$ cat config.mk
export PLATFORM = sky130hd
export DESIGN_NAME = tlb_op_ctrl_flat
export DESIGN_NICKNAME = d
export VERILOG_FILES = /design/src/rtl/tlb_op_ctrl_if.sv /design/src/rtl/tlb_op_ctrl.sv /design/src/flat_wrapper.sv
export SDC_FILE = /design/constraint.sdc
export NUM_CORES = 1
export LEC_CHECK = 0
export CAP_MARGIN = 40
export CORE_AREA = 4 4 188 190
export CTS_CLUSTER_SIZE = 30
export DETAILED_ROUTE_END_ITERATION = 8
export DIE_AREA = 0 0 192 194
export GPL_ROUTABILITY_DRIVEN = 0
export HOLD_SLACK_MARGIN = 0.08
export PLACE_DENSITY_LB_ADDON = 0.1
export SYNTH_ARGS = -nofsm -noshare
export SYNTH_HDL_FRONTEND = slang
export SYNTH_SLANG_ARGS = --single-unit
$ cat constraint.sdc
create_clock -name clk -period 8.4 [get_ports clk]
set_clock_uncertainty 0.15 [all_clocks]
set_input_delay 1.68 -clock clk [delete_from_list [all_inputs] [get_ports clk]]
set_output_delay 1.68 -clock clk [all_outputs]
set_load 0.005 [all_outputs]
$ cat src/rtl/tlb_op_ctrl_if.sv
// Request/response channel between the MEM stage / CSR file and tlb_op_ctrl.
//   req_*  : op request handshake (valid/ready) with op and INVTLB operands
//   rsp_*  : one-cycle completion pulse (rsp_valid) plus held result fields
// master = MEM/CSR side, slave = tlb_op_ctrl.
interface tlb_op_ctrl_if #(
  parameter int unsigned TLBNUM = 16
);
  localparam int unsigned IW = $clog2(TLBNUM);

  logic          req_valid;
  logic          req_ready;
  logic [2:0]    req_op;
  logic [4:0]    req_inv_op;
  logic [9:0]    req_inv_asid;
  logic [18:0]   req_inv_vppn;

  logic          rsp_valid;
  logic [2:0]    rsp_op;
  logic          rsp_found;
  logic [IW-1:0] rsp_index;
  logic [88:0]   rsp_entry;
  logic          rsp_err;

  modport master (
    output req_valid, req_op, req_inv_op, req_inv_asid, req_inv_vppn,
    input  req_ready, rsp_valid, rsp_op, rsp_found, rsp_index, rsp_entry, rsp_err
  );

  modport slave (
    input  req_valid, req_op, req_inv_op, req_inv_asid, req_inv_vppn,
    output req_ready, rsp_valid, rsp_op, rsp_found, rsp_index, rsp_entry, rsp_err
  );
endinterface

$ cat src/rtl/tlb_op_ctrl.sv
// Sequences TLB maintenance ops (TLBSRCH, TLBRD, TLBWR, TLBFILL, INVTLB) onto the TLB.
// One op in flight: IDLE -> EXEC -> RESP -> IDLE.
// Ports:
//   clk, reset          clock, asynchronous active-high reset
//   bus (slave)         request handshake from MEM stage, response to CSR file
//   csr_*               CSR values snapshotted on accept
//   tlb_we/w_index/w_entry   TLB write port (strobe high for the EXEC cycle only)
//   tlb_r_index/r_entry      TLB read port
//   tlb_s_vppn/s_asid/s_found/s_index  search port 1 (also carries INVTLB operands)
//   tlb_inv_valid/inv_op     INVTLB strobe
module tlb_op_ctrl #(
  parameter int unsigned TLBNUM = 16,
  localparam int unsigned IW = $clog2(TLBNUM)
) (
  input  logic          clk,
  input  logic          reset,
  tlb_op_ctrl_if.slave  bus,
  input  logic          flush,
  input  logic [31:0]   csr_tlbidx,
  input  logic [18:0]   csr_tlbehi_vppn,
  input  logic [9:0]    csr_asid,
  input  logic [31:0]   csr_tlbelo0,
  input  logic [31:0]   csr_tlbelo1,
  input  logic          csr_tlbrefill,
  output logic          tlb_we,
  output logic [IW-1:0] tlb_w_index,
  output logic [88:0]   tlb_w_entry,
  output logic [IW-1:0] tlb_r_index,
  input  logic [88:0]   tlb_r_entry,
  output logic [18:0]   tlb_s_vppn,
  output logic [9:0]    tlb_s_asid,
  input  logic          tlb_s_found,
  input  logic [IW-1:0] tlb_s_index,
  output logic          tlb_inv_valid,
  output logic [4:0]    tlb_inv_op
);

  localparam logic [1:0] StIdle = 2'd0;
  localparam logic [1:0] StExec = 2'd1;
  localparam logic [1:0] StResp = 2'd2;

  localparam logic [2:0] OpSrch = 3'd0;
  localparam logic [2:0] OpRd   = 3'd1;
  localparam logic [2:0] OpWr   = 3'd2;
  localparam logic [2:0] OpFill = 3'd3;
  localparam logic [2:0] OpInv  = 3'd4;

  logic [1:0]    state_q, state_d;
  logic [2:0]    op_q;
  logic          err_q;
  logic          flushed_q;
  logic [IW-1:0] fill_ctr_q;

  logic          rsp_found_q;
  logic [IW-1:0] rsp_index_q;
  logic [88:0]   rsp_entry_q;
  logic [2:0]    rsp_op_q;
  logic          rsp_err_q;

  logic          accept;
  logic          illegal;
  logic [88:0]   new_entry;

  assign accept = (state_q == StIdle) && bus.req_valid;

  // INVTLB ops above 6 are as illegal as undefined op codes.
  assign illegal = (bus.req_op > OpInv) || ((bus.req_op == OpInv) && (bus.req_inv_op > 5'd6));

  // E is forced on during refill handling, otherwise it is the inverse of TLBIDX.NE.
  assign new_entry = {
    csr_tlbrefill | ~csr_tlbidx[31],
    csr_tlbehi_vppn,
    csr_tlbidx[29:24],
    csr_asid,
    csr_tlbelo0[6] & csr_tlbelo1[6],
    csr_tlbelo0[27:8], csr_tlbelo0[3:2], csr_tlbelo0[5:4], csr_tlbelo0[1], csr_tlbelo0[0],
    csr_tlbelo1[27:8], csr_tlbelo1[3:2], csr_tlbelo1[5:4], csr_tlbelo1[1], csr_tlbelo1[0]
  };

  logic unused_csr_bits;
  assign unused_csr_bits = ^{csr_tlbidx[30], csr_tlbidx[23:IW], csr_tlbelo0[31:28],
                             csr_tlbelo0[7], csr_tlbelo1[31:28], csr_tlbelo1[7]};

  always_comb begin
    state_d = state_q;
    unique case (state_q)
      StIdle:  if (accept) state_d = StExec;
      StExec:  state_d = StResp;
      StResp:  state_d = StIdle;
      default: state_d = StIdle;
    endcase
  end

  // TLB-facing outputs are registered on accept, so they double as the CSR snapshot for EXEC.
  always_ff @(posedge clk or posedge reset) begin
    if (reset) begin
      state_q       <= StIdle;
      fill_ctr_q    <= '0;
      op_q          <= '0;
      err_q         <= 1'b0;
      flushed_q     <= 1'b0;
      tlb_we        <= 1'b0;
      tlb_inv_valid <= 1'b0;
      tlb_w_index   <= '0;
      tlb_w_entry   <= '0;
      tlb_r_index   <= '0;
      tlb_s_vppn    <= '0;
      tlb_s_asid    <= '0;
      tlb_inv_op    <= '0;
      rsp_found_q   <= 1'b0;
      rsp_index_q   <= '0;
      rsp_entry_q   <= '0;
      rsp_op_q      <= '0;
      rsp_err_q     <= 1'b0;
    end else begin
      state_q       <= state_d;
      fill_ctr_q    <= fill_ctr_q + 1'b1;
      tlb_we        <= 1'b0;
      tlb_inv_valid <= 1'b0;
      if (accept) begin
        op_q          <= bus.req_op;
        err_q         <= illegal;
        flushed_q     <= 1'b0;
        tlb_we        <= ~illegal && ((bus.req_op == OpWr) || (bus.req_op == OpFill));
        tlb_inv_valid <= ~illegal && (bus.req_op == OpInv);
        tlb_w_index   <= (bus.req_op == OpFill) ? fill_ctr_q : csr_tlbidx[IW-1:0];
        tlb_w_entry   <= new_entry;
        tlb_r_index   <= csr_tlbidx[IW-1:0];
        tlb_s_vppn    <= (bus.req_op == OpInv) ? bus.req_inv_vppn : csr_tlbehi_vppn;
        tlb_s_asid    <= (bus.req_op == OpInv) ? bus.req_inv_asid : csr_asid;
        tlb_inv_op    <= bus.req_inv_op;
      end
      if (state_q == StExec) begin
        flushed_q   <= flush;
        rsp_op_q    <= op_q;
        rsp_err_q   <= err_q;
        rsp_found_q <= (op_q == OpSrch) ? tlb_s_found :
                       (op_q == OpRd)   ? tlb_r_entry[88] : 1'b0;
        rsp_index_q <= (op_q == OpSrch) ? tlb_s_index : '0;
        rsp_entry_q <= ((op_q == OpRd) && tlb_r_entry[88]) ? tlb_r_entry : '0;
      end
    end
  end

  assign bus.req_ready = (state_q == StIdle);
  // A flush seen in EXEC (latched) or during RESP itself kills the pulse.
  assign bus.rsp_valid = (state_q == StResp) && ~flushed_q && ~flush;
  assign bus.rsp_op    = rsp_op_q;
  assign bus.rsp_found = rsp_found_q;
  assign bus.rsp_index = rsp_index_q;
  assign bus.rsp_entry = rsp_entry_q;
  assign bus.rsp_err   = rsp_err_q;

endmodule

$ cat src/flat_wrapper.sv
// flat-port wrapper written by rule: the top's interface ports become plain ports
module tlb_op_ctrl_flat 
#(
  parameter int unsigned TLBNUM = 16,
  localparam int unsigned IW = $clog2(TLBNUM)
)
  (clk, reset, flush, csr_tlbidx, csr_tlbehi_vppn, csr_asid, csr_tlbelo0, csr_tlbelo1, csr_tlbrefill, tlb_we, tlb_w_index, tlb_w_entry, tlb_r_index, tlb_r_entry, tlb_s_vppn, tlb_s_asid, tlb_s_found, tlb_s_index, tlb_inv_valid, tlb_inv_op, bus_req_valid, bus_req_op, bus_req_inv_op, bus_req_inv_asid, bus_req_inv_vppn, bus_req_ready, bus_rsp_valid, bus_rsp_op, bus_rsp_found, bus_rsp_index, bus_rsp_entry, bus_rsp_err);
  tlb_op_ctrl_if #(.TLBNUM(TLBNUM)) bus_i ();
  input  logic clk;
  input  logic reset;
  input  logic flush;
  input  logic [31:0] csr_tlbidx;
  input  logic [18:0] csr_tlbehi_vppn;
  input  logic [9:0] csr_asid;
  input  logic [31:0] csr_tlbelo0;
  input  logic [31:0] csr_tlbelo1;
  input  logic csr_tlbrefill;
  output logic tlb_we;
  output logic [IW-1:0] tlb_w_index;
  output logic [88:0] tlb_w_entry;
  output logic [IW-1:0] tlb_r_index;
  input  logic [88:0] tlb_r_entry;
  output logic [18:0] tlb_s_vppn;
  output logic [9:0] tlb_s_asid;
  input  logic tlb_s_found;
  input  logic [IW-1:0] tlb_s_index;
  output logic tlb_inv_valid;
  output logic [4:0] tlb_inv_op;
  input wire logic [$bits(bus_i.req_valid)-1:0] bus_req_valid;
  input wire logic [$bits(bus_i.req_op)-1:0] bus_req_op;
  input wire logic [$bits(bus_i.req_inv_op)-1:0] bus_req_inv_op;
  input wire logic [$bits(bus_i.req_inv_asid)-1:0] bus_req_inv_asid;
  input wire logic [$bits(bus_i.req_inv_vppn)-1:0] bus_req_inv_vppn;
  output wire logic [$bits(bus_i.req_ready)-1:0] bus_req_ready;
  output wire logic [$bits(bus_i.rsp_valid)-1:0] bus_rsp_valid;
  output wire logic [$bits(bus_i.rsp_op)-1:0] bus_rsp_op;
  output wire logic [$bits(bus_i.rsp_found)-1:0] bus_rsp_found;
  output wire logic [$bits(bus_i.rsp_index)-1:0] bus_rsp_index;
  output wire logic [$bits(bus_i.rsp_entry)-1:0] bus_rsp_entry;
  output wire logic [$bits(bus_i.rsp_err)-1:0] bus_rsp_err;
  assign bus_i.req_valid = bus_req_valid;
  assign bus_i.req_op = bus_req_op;
  assign bus_i.req_inv_op = bus_req_inv_op;
  assign bus_i.req_inv_asid = bus_req_inv_asid;
  assign bus_i.req_inv_vppn = bus_req_inv_vppn;
  assign bus_req_ready = bus_i.req_ready;
  assign bus_rsp_valid = bus_i.rsp_valid;
  assign bus_rsp_op = bus_i.rsp_op;
  assign bus_rsp_found = bus_i.rsp_found;
  assign bus_rsp_index = bus_i.rsp_index;
  assign bus_rsp_entry = bus_i.rsp_entry;
  assign bus_rsp_err = bus_i.rsp_err;
  tlb_op_ctrl #(.TLBNUM(TLBNUM)) u_core (.clk(clk), .reset(reset), .bus(bus_i), .flush(flush), .csr_tlbidx(csr_tlbidx), .csr_tlbehi_vppn(csr_tlbehi_vppn), .csr_asid(csr_asid), .csr_tlbelo0(csr_tlbelo0), .csr_tlbelo1(csr_tlbelo1), .csr_tlbrefill(csr_tlbrefill), .tlb_we(tlb_we), .tlb_w_index(tlb_w_index), .tlb_w_entry(tlb_w_entry), .tlb_r_index(tlb_r_index), .tlb_r_entry(tlb_r_entry), .tlb_s_vppn(tlb_s_vppn), .tlb_s_asid(tlb_s_asid), .tlb_s_found(tlb_s_found), .tlb_s_index(tlb_s_index), .tlb_inv_valid(tlb_inv_valid), .tlb_inv_op(tlb_inv_op));
endmodule
==> reports/results.md, run 1 <==
| Metric | Value |
| --- | --- |
| Status | finished, final reports clean |
| Top layer in use | met5 |
| Kind of launch point of the worst setup path | primary input |
| Wire length of the first global-routing pass | 51600 um |
| Count of input and output buffers | 462 |
| Per-instance average area after synthesis | 10.7 sq um |
| Die Wd | 192 um |
| Required time reported for the critical path endpoint | 6.57 ns |
| Area of the multi-input gates | 2780 sq um |
| Die Footprint | 37200 sq um |
| Number of buffers inserted by hold repair at cts | 0 |
| Number of different library cells in the post-synthesis netlist | 31 |
| Gate power share | 25.9% |
| GR Util All Layers | 17.7% |
| Initial Utilization | 27.4% |
| NumNets Final | 1574 |
| Clk Tree Root Cell | clkbuf_16 |
| Maximum level of the CTS H-tree | 1 |
| Maximum frequency from static timing analysis | 205 MHz |
| Sum of overflow across all layers after global routing | 0 |
| Inserted Clock Buffers | 29 |
| Register area | 6060 sq um |
| Antenna-violating nets left | 0 |
| Leakage power | 7.02 nW |
| Max-capacitance violation count | 0 |
| Resized cells post-CTS | 0 |
| Total power | 3.69 mW |
| Via count of the first global-routing pass | 8275 |
| Worst-path cell with the longest stage delay | clkdlybuf4s50_1 |
| Final min period | 4.88 ns |
| Post-layout instance count excluding filler cells | 1781 |
| Delay contributed by the slowest stage of the critical path | 0.65 ns |
| Critical path peak fanout | 2 |
| Syn nets | 1124 |
| Maximum ir drop on the vdd rail | 0.150 mV |
| Most common cell type on the critical path | clkdlybuf4s50_1 |
| Post CTS Setup Buffer Count | 0 |
| Worst hold path type | reg2reg |
| Number of failing hold endpoints at the final stage | 0 |
| Yosys reg bits | 242 |
| Setup violation total in the final timing report | 0 |
| Family with the most delay on the worst path | buffers and inverters |
| Post-route setup slack | 3.52 ns |
| Pwr per Cell Area | 243 nW/um^2 |
| Y dimension of the die | 194 um |
| Initial detailed-routing violation count | 262 |
| Critical path class | in2out |
| Seq/Total Area, Yosys | 66.0% |
| Clock Path Buffers | 3 |
| Most frequent standard cell in the layout excluding fill and tap cells | clkdlybuf4s50_1 |
| CP Cell Sequence | clkdlybuf4s50_1 > nor4b_1 > clkdlybuf4s50_1 |
| Ratio of final minimum period to clock period | 58.1% |
| Total number of placement rows | 67 |
| Number of clock sinks | 242 |
| Met3 Wirelength | 4470 um |
| Total detailed-routing wirelength | 34300 um |
| Int Power | 2.68 mW |
| Worst-Skew Late Latency | 0.54 ns |
| Actual slew at the worst max-slew pin | 0.843 ns |
| Normalized max-slew margin | 43.8% |
| Critical path data arrival time | 3.05 ns |
| Routed via count divided by cell count | 4.46 |
| Share of power burned in the clock network | 33.4% |
| Maximum number of pins on one net before global-route repair | 141 |
| Setup tns final | 0 ns |
| Sw Ratio | 27.3% |
| Synthesis-to-layout area growth | 65.2% |
| Drt drc | 0 |
| Mapped Cells | 862 |
| Power dissipated by switching net loads | 1.01 mW |
| Detailed-route via count | 7942 |
| Final Slew Violations | 0 |
| I/O Pins | 494 |
| Share of post-route cells with drive strength above 1 | 5.03% |
| Most used cells in the layout excluding fill and tap cells | clkdlybuf4s50_1, nand2_1, dfrtp_1 |
| Yosys warns | 0 |
| CP Buf/Inv Count | 2 |
| Kind of end point of the critical path | primary output |
| Clock slew at reported path FFs | 0.06 ns |
| Cell total after placement | 1728 |
| Area of the placeable core | 33400 sq um |
| Post-synthesis instance area | 9180 sq um |
| Pre-CTS setup slack | 3.51 ns |
| Amount of wire on met2 after detailed routing | 16300 um |
| Met1 wire length | 12900 um |
| Total of fill cells in the finished design | 3162 |
| Fraction of power consumed by sequential logic | 40.7% |
| Routed length per placed instance | 19.3 um |
| Unrepaired setup endpoints after global routing | no |
| TritonCTS clock tree | yes |
| Post-DP HPWL | 24300 um |
| Antenna violations before repair | 7 |
| Number of detailed-routing iterations run before antenna repair | 4 |
[path summary, 6_finish.rpt]
check,startpoint,to,slack [ns],cells after the start
worst max-delay path,flush,bus_rsp_valid,3.52,3
worst min-delay path,u_core.tlb_w_entry[65],u_core.tlb_w_entry[65],0.32,2
worst max register to register,u_core.state_q[0],u_core.tlb_w_index[3],5.64,7
worst min register to register,u_core.tlb_w_entry[65],u_core.tlb_w_entry[65],0.32,2
max in group asynchronous,reset,u_core.tlb_w_entry[11],5.27,4
min in group asynchronous,reset,u_core.tlb_w_entry[37],1.56,3
[metrics by stage]
stage	util (%)	instance area [sq um]	hold WS, ns
floorplan	-	9190	0.289
global placement	42.2	14100	0.306
detailed placement	42.5	14200	0.311
CTS	45.3	15200	0.326
global route	45.4	15200	0.343
finish	45.4	15200	0.320
[synthesized netlist by cell type (all sizes together)]
cell	n	area, sq um
xor2	1	8.76
ha	1	12.5
mux2i	4	40.0
a21o	1	7.51
inv	5	18.8
clkbuf	21	78.8
a21oi	62	310
nand3b	1	7.51
nor4b	1	8.76
a221o	1	10.0
a31oi	2	12.5
xnor2	1	8.76
nor3b	2	15.0
nand2b	1	13.8
o21ai	1	5.00
nand3	3	15.0
a22o	92	815
dfrtp	242	6060
and3	1	6.26
or3b	2	17.5
buf	35	257
or4	1	7.51
nor4	2	27.5
nand2	344	1290
nor2	35	131
[worst reg2reg max path, cell delays in order, from the launching register on]
cell and delay, ns:
dfrtp_1 0.43, or3b_4 0.45, buf_16 0.21, inv_4 0.52
buf_4 0.35, buf_16 0.31, nor2_1 0.16, a21oi_1 0.12
[registers in the layout (all words and copies together) (netlist names), 4 cells and up]
| name | flops |
|---|---|
| u_core.tlb_inv_op | 5 |
| u_core.tlb_w_index | 4 |
| u_core.fill_ctr_q | 4 |
| u_core.tlb_s_asid | 10 |
| u_core.bus.rsp_entry | 89 |
| u_core.bus.rsp_index | 4 |
| u_core.tlb_w_entry | 89 |
| u_core.tlb_s_vppn | 19 |
| u_core.tlb_r_index | 4 |
[kinds of logic (layout without fill, tap and decap cells)]
kind of cell / Yosys count / after routing / synth area share [%]
multiplexers: 4 / 4 / 0.436
flip-flops: 242 / 242 / 66.0
AO/OA/AOI/OAI: 159 / 159 / 12.6
adder cells (fa/ha/maj): 1 / 1 / 0.136
buffers and inverters: 61 / 531 / 3.86
AND/OR/NAND/NOR: 393 / 393 / 16.8
other: 0 / 1 / 0
XOR/XNOR: 2 / 2 / 0.191
[cell type report]
| cell class | instances | area share (%) |
|---|---|---|
| inverters | 5 | 0.165 |
| flip-flops and latches | 242 | 39.9 |
| clock inverters | 9 | 0.528 |
| multi-input cells | 559 | 18.3 |
| repair buffers | 475 | 31.7 |
| clock buffers | 42 | 5.63 |
| diodes | 1 | 0.0165 |
| well taps | 448 | 3.70 |
[layer usage]
| metal | track usage (%) | up-vias |
|---|---|---|
| li1 | - | 3748 |
| met1 | 20.5 | 3808 |
| met5 | 0 | - |
| met4 | 3.33 | 12 |
| met2 | 29.7 | 326 |
| met3 | 8.86 | 48 |
[power groups by stage]
stage | registers [mW] | clock network (mW) | logic, mW
floorplan | 1.53 | 0 | 0.286
global placement | 1.51 | 0 | 0.969
detailed placement | 1.52 | 0 | 0.978
CTS | 1.50 | 1.27 | 0.981
global route | 1.53 | 1.33 | 1.05
finish | 1.50 | 1.23 | 0.956
Note: power is estimated with default switching activity, not from simulation.
==> inputs of run 2 (changes only) <==
==> constraint.sdc (replaced) <==
create_clock -name clk -period 4.1 [get_ports clk]
set_clock_uncertainty 0.15 [all_clocks]
set_input_delay 0.82 -clock clk [delete_from_list [all_inputs] [get_ports clk]]
set_output_delay 0.82 -clock clk [all_outputs]
set_load 0.005 [all_outputs]
==> reports/results.md, run 2 (same netlist as run 1, synthesis figures left out) <==
| Metric | Value | Change |
| --- | --- | --- |
| Status | finished, final reports clean | unchanged |
| Antenna violations before repair | 4 | was 7 |
| Detailed-route via count | 7959 | was 7942 |
| Area of the placeable core | 33400 sq um | unchanged |
| Pwr per Cell Area | 499 nW/um^2 | was 243 nW/um^2 |
| Required time reported for the critical path endpoint | 3.13 ns | was 6.57 ns |
| Critical path peak fanout | 2 | unchanged |
| I/O Pins | 494 | unchanged |
| Most frequent standard cell in the layout excluding fill and tap cells | clkdlybuf4s50_1 | unchanged |
| Die Wd | 192 um | unchanged |
| Inserted Clock Buffers | 30 | was 29 |
| Initial detailed-routing violation count | 373 | was 262 |
| Family with the most delay on the worst path | buffers and inverters | unchanged |
| Setup violation total in the final timing report | 0 | unchanged |
| Kind of end point of the critical path | primary output | unchanged |
| Via count of the first global-routing pass | 8216 | was 8275 |
| Number of failing hold endpoints at the final stage | 0 | unchanged |
| Delay contributed by the slowest stage of the critical path | 0.65 ns | about the same |
| Clock Path Buffers | 3 | unchanged |
| TritonCTS clock tree | yes | unchanged |
| Util after Layout | 45.5% | was 45.4% |
| Worst R2R Path Depth | 5 | was 7 |
| Die Footprint | 37200 sq um | unchanged |
| Y dimension of the die | 194 um | unchanged |
| Wire length of the first global-routing pass | 51800 um | was 51600 um |
| Int Power | 5.54 mW | was 2.68 mW |
| Fraction of power consumed by sequential logic | 40.5% | was 40.7% |
| Maximum level of the CTS H-tree | 1 | unchanged |
| Share of post-route cells with drive strength above 1 | 5.03% | about the same |
| Actual slew at the worst max-slew pin | 0.802 ns | was 0.843 ns |
| Antenna Cells | 0 | was 1 |
| GR Util All Layers | 17.7% | about the same |
| Final min period | 3.13 ns |  |
| CP Buf/Inv Count | 2 | unchanged |
| Normalized max-slew margin | 46.5% | was 43.8% |
| Routed via count divided by cell count | 4.47 | was 4.46 |
| Total detailed-routing wirelength | 34300 um | about the same |
| Worst-Skew Late Latency | 0.54 ns | about the same |
| Amount of wire on met2 after detailed routing | 16100 um | was 16300 um |
| Total power | 7.59 mW | was 3.69 mW |
| Post CTS Setup Buffer Count | 0 | unchanged |
| Sum of overflow across all layers after global routing | 0 | unchanged |
| Met1 wire length | 13300 um | was 12900 um |
| Drt drc | 0 | unchanged |
| Sw Ratio | 27.0% | was 27.3% |
| Critical path class | in2out | unchanged |
| Final Slew Violations | 0 | unchanged |
| Critical path data arrival time | 2.16 ns | was 3.05 ns |
| Depth of the critical timing path with buffers and inverters included | 3 | unchanged |
| Routed length per placed instance | 19.3 um | about the same |
| Power dissipated by switching net loads | 2.05 mW | was 1.01 mW |
| Total number of placement rows | 67 | unchanged |
| Count of input and output buffers | 462 | unchanged |
| Number of buffers inserted by hold repair at cts | 0 | unchanged |
| Maximum number of pins on one net before global-route repair | 133 | was 141 |
| Clock slew at reported path FFs | 0.06 ns | about the same |
| Most used cells in the layout excluding fill and tap cells | clkdlybuf4s50_1, nand2_1, dfrtp_1 | unchanged |
| Number of detailed-routing iterations run before antenna repair | 5 | was 4 |
| Number of clock sinks | 242 | unchanged |
| Clk Tree Root Cell | clkbuf_16 | unchanged |
| Max-capacitance violation count | 0 | unchanged |
| Most common cell type on the critical path | clkdlybuf4s50_1 | unchanged |
| Top layer in use | met5 | unchanged |
| Kind of launch point of the worst setup path | primary input | unchanged |
| Met3 Wirelength | 4150 um | was 4470 um |
| Resized cells post-CTS | 0 | unchanged |
| CP Cell Sequence | clkdlybuf4s50_1 > nor4b_1 > clkdlybuf4s50_1 | unchanged |
| Initial Utilization | 27.4% | unchanged |
| Worst-path cell with the longest stage delay | clkdlybuf4s50_1 | unchanged |
| Share of power burned in the clock network | 33.8% | was 33.4% |
| Setup slack on the worst flop-to-flop path | 2.03 ns | was 5.64 ns |
| Maximum frequency from static timing analysis | 319 MHz |  |
| NumNets Final | 1578 | was 1574 |
| Synthesis-to-layout area growth | 65.6% | was 65.2% |
| Maximum ir drop on the vdd rail | 0.356 mV | was 0.150 mV |
| Ratio of final minimum period to clock period | 76.4% |  |
| Unrepaired setup endpoints after global routing | no | unchanged |
| Hold Path Depth | 2 | unchanged |
| Worst hold path type | reg2reg | unchanged |
| Gate power share | 25.8% | was 25.9% |
| Post-DP HPWL | 24500 um | was 24300 um |
| Antenna-violating nets left | 0 | unchanged |
| Leakage power | 7.04 nW | was 7.02 nW |
[run 2: per-stage QoR]
stage	hold WS (ns)	setup WS, ns	cells	instance area (sq um)	setup TNS [ns]
floorplan	0.289	-0.0458	862	9190	-11.08
detailed placement	0.310	0.967	1732	14300	0
global route	0.337	0.788	1781	15200	0
CTS	0.325	0.956	1781	15200	0
finish	0.320	0.966	1781	15200	0
global placement	0.306	0.981	1731	14200	0
[run 2: worst reg2reg max path: stages (launching register included)]
cell	delay [ns]
dfrtp_1	0.44
or3b_4	0.46
inv_4	0.33
buf_12	0.33
nor2_1	0.12
a31oi_1	0.15
[run 2: area by class of cell]
type                       count  area (sq um)
multi-input combinational    559          2780
clock inverter                 5          56.3
sequential                   242          6060
timing repair buffer         478          4830
tap                          448           561
fill                        3159         18200
inverter                       5          25.0
clock buffer                  44           895
[run 2: final timing paths]
check,from,to
worst max register to register,u_core.state_q[0],u_core.tlb_w_entry[88]
worst min-delay path,u_core.tlb_w_entry[7],u_core.tlb_w_entry[7]
min in group asynchronous,reset,u_core.bus.rsp_entry[69]
worst max-delay path,flush,bus_rsp_valid
worst min register to register,u_core.tlb_w_entry[7],u_core.tlb_w_entry[7]
max in group asynchronous,reset,u_core.tlb_s_vppn[7]
[run 2: layer usage]
metal,vias up,global-route usage [%]
li1,3761,-
met2,337,29.4
met1,3802,21.1
met4,8,4.15
met5,-,0
met3,51,7.85
[run 2: power by group through the flow]
stage               Combinational [mW]  Clock (mW)  Sequential (mW)
floorplan                        0.586           0             3.13
global placement                  2.00           0             3.09
detailed placement                1.99           0             3.11
CTS                               2.00        2.65             3.08
global route                      2.14        2.76             3.13
finish                            1.95        2.56             3.07
